===== src/rtl/demux_4_buf_if.sv =====
// Handshake bundle for demux_4_buf: one producer-side valid/ready/data/sel port
// and four consumer-side channels, each with its own valid/ready/data.
interface demux_4_buf_if #(
  parameter int BIT_WIDTH = 32,
  parameter int BIT_SEL   = 2
);
  logic                 in_valid;
  logic                 in_ready;
  logic [BIT_WIDTH-1:0] in_data;
  logic [BIT_SEL-1:0]   sel;
  logic [3:0]           out_valid;
  logic [3:0]           out_ready;
  logic [BIT_WIDTH-1:0] out_data0;
  logic [BIT_WIDTH-1:0] out_data1;
  logic [BIT_WIDTH-1:0] out_data2;
  logic [BIT_WIDTH-1:0] out_data3;

  modport master (
    output in_valid, in_data, sel, out_ready,
    input  in_ready, out_valid, out_data0, out_data1, out_data2, out_data3
  );

  modport slave (
    input  in_valid, in_data, sel, out_ready,
    output in_ready, out_valid, out_data0, out_data1, out_data2, out_data3
  );
endinterface


===== src/rtl/demux_4_buf.sv =====
// Registered 1-to-4 demultiplexer with a one-word buffer per channel.
// Define DEMUX_4_BYPASS_EN for zero-latency cut-through into an EMPTY channel.
module demux_4_buf #(
  parameter int BIT_WIDTH = 32,
  parameter int BIT_SEL   = 2
) (
  input  logic          clk,
  input  logic          rst,
  demux_4_buf_if.slave  bus
);

  if (BIT_SEL != 2) begin : g_bad_sel
    $error("demux_4_buf: BIT_SEL must be 2");
  end

  typedef enum logic {EMPTY, FULL} state_t;

  state_t               state  [4];
  logic [BIT_WIDTH-1:0] data_q [4];
  logic [BIT_WIDTH-1:0] word   [4];
  logic [3:0]           full;
  logic [3:0]           load;
  logic [3:0]           cut;
  logic                 accept;

  // A FULL channel may still take a word when its consumer drains it this cycle
  always_comb begin
    full = 4'b0000;
    load = 4'b0000;
    cut  = 4'b0000;
    for (int i = 0; i < 4; i++) begin
      full[i] = (state[i] == FULL);
    end
    bus.in_ready = ~rst & (~full[bus.sel] | bus.out_ready[bus.sel]);
    accept = bus.in_valid & bus.in_ready;
    for (int i = 0; i < 4; i++) begin
      load[i] = accept & (bus.sel == BIT_SEL'(i));
`ifdef DEMUX_4_BYPASS_EN
      cut[i]  = ~rst & bus.in_valid & ~full[i] & (bus.sel == BIT_SEL'(i));
`endif
    end
  end

  always_ff @(posedge clk) begin
    for (int i = 0; i < 4; i++) begin
      if (rst) begin
        state[i]  <= EMPTY;
        data_q[i] <= '0;
      end else begin
        if (load[i]) begin
          data_q[i] <= bus.in_data;
        end
        case (state[i])
          EMPTY: begin
`ifdef DEMUX_4_BYPASS_EN
            if (load[i] && !bus.out_ready[i]) begin
              state[i] <= FULL;
            end
`else
            if (load[i]) begin
              state[i] <= FULL;
            end
`endif
          end
          FULL: begin
            if (!load[i] && bus.out_ready[i]) begin
              state[i] <= EMPTY;
            end
          end
          default: state[i] <= EMPTY;
        endcase
      end
    end
  end

  // cut is constant zero unless cut-through is built in
  always_comb begin
    for (int i = 0; i < 4; i++) begin
      word[i] = cut[i] ? bus.in_data : data_q[i];
    end
  end

  assign bus.out_valid = full | cut;
  assign bus.out_data0 = word[0];
  assign bus.out_data1 = word[1];
  assign bus.out_data2 = word[2];
  assign bus.out_data3 = word[3];

endmodule


===== src/flat_wrapper.sv =====
// flat-port wrapper written by rule: the top's interface ports become plain ports
module demux_4_buf_flat 
#(
  parameter int BIT_WIDTH = 32,
  parameter int BIT_SEL   = 2
)
  (clk, rst, bus_in_valid, bus_in_data, bus_sel, bus_out_ready, bus_in_ready, bus_out_valid, bus_out_data0, bus_out_data1, bus_out_data2, bus_out_data3);
  demux_4_buf_if #(.BIT_WIDTH(BIT_WIDTH), .BIT_SEL(BIT_SEL)) bus_i ();
  input  logic clk;
  input  logic rst;
  input wire logic [$bits(bus_i.in_valid)-1:0] bus_in_valid;
  input wire logic [$bits(bus_i.in_data)-1:0] bus_in_data;
  input wire logic [$bits(bus_i.sel)-1:0] bus_sel;
  input wire logic [$bits(bus_i.out_ready)-1:0] bus_out_ready;
  output wire logic [$bits(bus_i.in_ready)-1:0] bus_in_ready;
  output wire logic [$bits(bus_i.out_valid)-1:0] bus_out_valid;
  output wire logic [$bits(bus_i.out_data0)-1:0] bus_out_data0;
  output wire logic [$bits(bus_i.out_data1)-1:0] bus_out_data1;
  output wire logic [$bits(bus_i.out_data2)-1:0] bus_out_data2;
  output wire logic [$bits(bus_i.out_data3)-1:0] bus_out_data3;
  assign bus_i.in_valid = bus_in_valid;
  assign bus_i.in_data = bus_in_data;
  assign bus_i.sel = bus_sel;
  assign bus_i.out_ready = bus_out_ready;
  assign bus_in_ready = bus_i.in_ready;
  assign bus_out_valid = bus_i.out_valid;
  assign bus_out_data0 = bus_i.out_data0;
  assign bus_out_data1 = bus_i.out_data1;
  assign bus_out_data2 = bus_i.out_data2;
  assign bus_out_data3 = bus_i.out_data3;
  demux_4_buf #(.BIT_WIDTH(BIT_WIDTH), .BIT_SEL(BIT_SEL)) u_core (.clk(clk), .rst(rst), .bus(bus_i));
endmodule

===== config.mk =====
export PLATFORM = sky130hd
export DESIGN_NAME = demux_4_buf_flat
export DESIGN_NICKNAME = d
export VERILOG_FILES = /design/src/rtl/demux_4_buf_if.sv /design/src/rtl/demux_4_buf.sv /design/src/flat_wrapper.sv
export SDC_FILE = /design/constraint.sdc
export NUM_CORES = 1
export LEC_CHECK = 0
export ABC_CLOCK_PERIOD_IN_PS = 6000
export BUFFER_PORTS_ARGS = -buffer_cell sky130_fd_sc_hd__buf_2
export CAP_MARGIN = 20
export CORE_MARGIN = 3
export CORE_UTILIZATION = 50
export DETAILED_ROUTE_END_ITERATION = 8
export GPL_TIMING_DRIVEN = 0
export PLACE_DENSITY_LB_ADDON = 0.12
export SYNTH_ARGS = -nofsm -noshare
export SYNTH_HDL_FRONTEND = slang
export SYNTH_SLANG_ARGS = --single-unit

===== constraint.sdc =====
create_clock -name clk -period 6 [get_ports clk]
set_input_delay 0.3 -clock clk [delete_from_list [all_inputs] [get_ports clk]]
set_output_delay 0.3 -clock clk [all_outputs]
set_load 0.01 [all_outputs]

==> impl_metrics.json <==
{
  "post-cts-setup-buffers": 0,
  "max-vdd-ir-drop_mv": 0.187,
  "hold_start": "bus_in_data[27]",
  "yosys_warnings": 0,
  "yosys.area.top_type_share": 0.767,
  "ys_types": 24,
  "clock-sinks": 132,
  "status": "finished clean",
  "synth_cells": 319,
  "rr_worst_depth": 4,
  "drc": 0,
  "synth.area.top_cells": "edfxtp_1 (77%), and2_1 (16%), clkbuf_2 (1.1%), nor3_4 (0.94%), buf_4 (0.73%)",
  "finalCriticalPeriod_ns": 2.07,
  "intPower_uw": 1720,
  "post-route-period-util": 0.345,
  "critPathLaunchType": "register",
  "syn_to_final_growth_pct": 33.2,
  "grt_pass1_vias": 3230,
  "fin_skew_ns": 0.00856,
  "asyncSetResetFlopFracSynth": 0,
  "num_rows": 36,
  "p_sw_uw": 477,
  "clk_pin_slew_ns": 0.06,
  "drt_iter0_drc": 203,
  "syn_area_um2": 5170,
  "layout-drive-gt1-share": 0.436,
  "antenna_cells": 0,
  "cp-startpoint": "u_core.state[2]$_SDFFCE_PN0P_",
  "cp_max_fo": 5,
  "rr_startpoint": "u_core.state[0]$_SDFFCE_PP0P_",
  "grt.overflow.total": 0,
  "die_w_um": 108,
  "place_congestion": 0.793,
  "antenna_found_initial": 0,
  "grt_pass1_wl_um": 17500,
  "ant_nets": 0,
  "hold_depth": 2,
  "portBuffers": 173,
  "coreArea_um2": 9910,
  "final_cells": 665,
  "syn-num-nets": 360,
  "rsz0062_at_grt": "no",
  "grtUsageTotal": 0.207,
  "yosysTopAreaCell": "edfxtp_1",
  "seq_power_share": 0.494,
  "synthFlopType": "edfxtp_1",
  "cts.htree.levels": 4,
  "ys_seq_elements": 132,
  "reg2reg_slack_ns": 4.14,
  "power_leakage_uw": 0.00301,
  "wirelength_um": 11600,
  "seq_area_frac_synth": 0.767,
  "nNetsFinal": 560,
  "crit_type": "register to output pin",
  "p_clk_frac": 0.428,
  "clk_latency_ns": 0.52,
  "setup_viol": 0,
  "hold_path_class": "primary input to register",
  "pwr-share-comb": 0.079,
  "end_kind": "output pin",
  "dp.cells": 633,
  "cp.arrival_ns": 1.77,
  "setup-tns-final_ns": 0,
  "dieArea_um2": 11600,
  "slew_violations": 0,
  "syn_area_per_cell_um2": 16.2,
  "via_count": 3226,
  "drv_cap": 0,
  "hold_buffers": 0,
  "top_level_ports": 174,
  "cts_root_buffer": "clkbuf_8",
  "whs_endpoint": "u_core.data_q[0][27]$_SDFFCE_PN0P_",
  "drt_first_pass_iters": 4,
  "numCtsBuffers": 17,
  "cts_tree": "yes",
  "synth_edf_count": 132,
  "relSlewSlack": 0.556,
  "cts_resized": 0,
  "viasPerCell": 4.85,
  "fmax_mhz": 483,
  "yosys.cell_count.top_type": "edfxtp_1",
  "dp_hpwl_um": 8050,
  "initial_utilization": 0.521,
  "finalHoldViolCount": 0,
  "die_h_um": 108,
  "required_ns": 5.70,
  "grt_max_degree": 25,
  "powerDensity_nw_per_um2": 318,
  "swShare": 0.217,
  "clockBufferDepth": 2,
  "r2r-end": "u_core.data_q[0][31]$_SDFFCE_PN0P_",
  "tightest_slew_ns": 0.664,
  "synth_commonest_cells": "edfxtp_1 (132), and2_1 (128), clkbuf_2 (11)",
  "routedWlPerCell_um": 17.4
}
[state kept, by name, indices dropped and copies added (netlist names)]
| name | cells |
|---|---|
| u_core.data_q | 128 |
| u_core.state | 4 |
[final cells by class]
cell class / instances / area, um2
Sequential cell: 132 / 3960
Fill cell: 727 / 3030
Multi-Input combinational cell: 166 / 1120
Timing Repair Buffer: 181 / 971
Clock buffer: 19 / 422
Tap cell: 133 / 166
Clock inverter: 13 / 116
Buffer: 19 / 113
Inverter: 2 / 7.51
[worst max path at each step]
stage / endpoint / depth (start not counted)
final: bus_in_ready / 4
after global routing: bus_in_ready / 4
after CTS: bus_in_ready / 4
after detailed placement: u_core.data_q[3][13]$_SDFFCE_PN0P_ / 5
after global placement: u_core.data_q[0][13]$_SDFFCE_PN0P_ / 3
after floorplan: u_core.data_q[0][0]$_SDFFCE_PN0P_ / 2
[per-layer routing]
metal	wire, um	global-route usage	vias to the layer above
met3	1010	0.0744	16
met1	4670	0.258	1530
met5	0	0	-
met2	5730	0.333	145
met4	167	0.0766	0
li1	-	-	1535
[power groups by stage]
stage                     logic (uW)  clock network (uW)  registers (uW)
after detailed placement         176                   0            1100
after floorplan                 46.5                   0            1130
after global routing             188                 986            1090
after global placement           160                   0            1110
after CTS                        177                 945            1080
final                            172                 938            1080
[critical path, stage by stage (launching register included)]
cell	delay, ns
edfxtp_1	0.45
nor2b_1	0.23
nor2b_1	0.16
nor4_1	0.24
buf_2	0.17
[logic make-up after synthesis]
family / synth area share
buffers and inverters: 0.0232
flip-flops: 0.767
AND/OR/NAND/NOR: 0.198
AO/OA/AOI/OAI: 0.0116
[per-stage QoR]
step | power, uW | area [um2] | hold WS (ns) | utilization | setup slack, ns
floorplan | 1180 | 5170 | 0.498 | - | 1.58
detailed placement | 1280 | 6340 | 0.617 | 0.640 | 3.99
global route | 2260 | 6880 | 0.0838 | 0.695 | 3.82
finish | 2190 | 6880 | 0.0843 | 0.695 | 3.93
CTS | 2200 | 6880 | 0.0762 | 0.695 | 3.91
global placement | 1270 | 6200 | 0.610 | 0.626 | -1.00
[placed cells by master (no fill, tap or decap), drive strengths merged, types with 2 or more instances in the layout]
cell type / instances
o21ai: 3
clkinvlp: 2
nand3b: 3
clkbuf: 31
edfxtp: 132
nand3: 5
bufinv: 2
inv: 2
nor4: 3
o211ai: 3
nor2b: 6
and2: 128
clkinv: 9
nand2b: 3
buf: 188
nor3: 6
No activity file was read; power rests on OpenSTA's default activity.
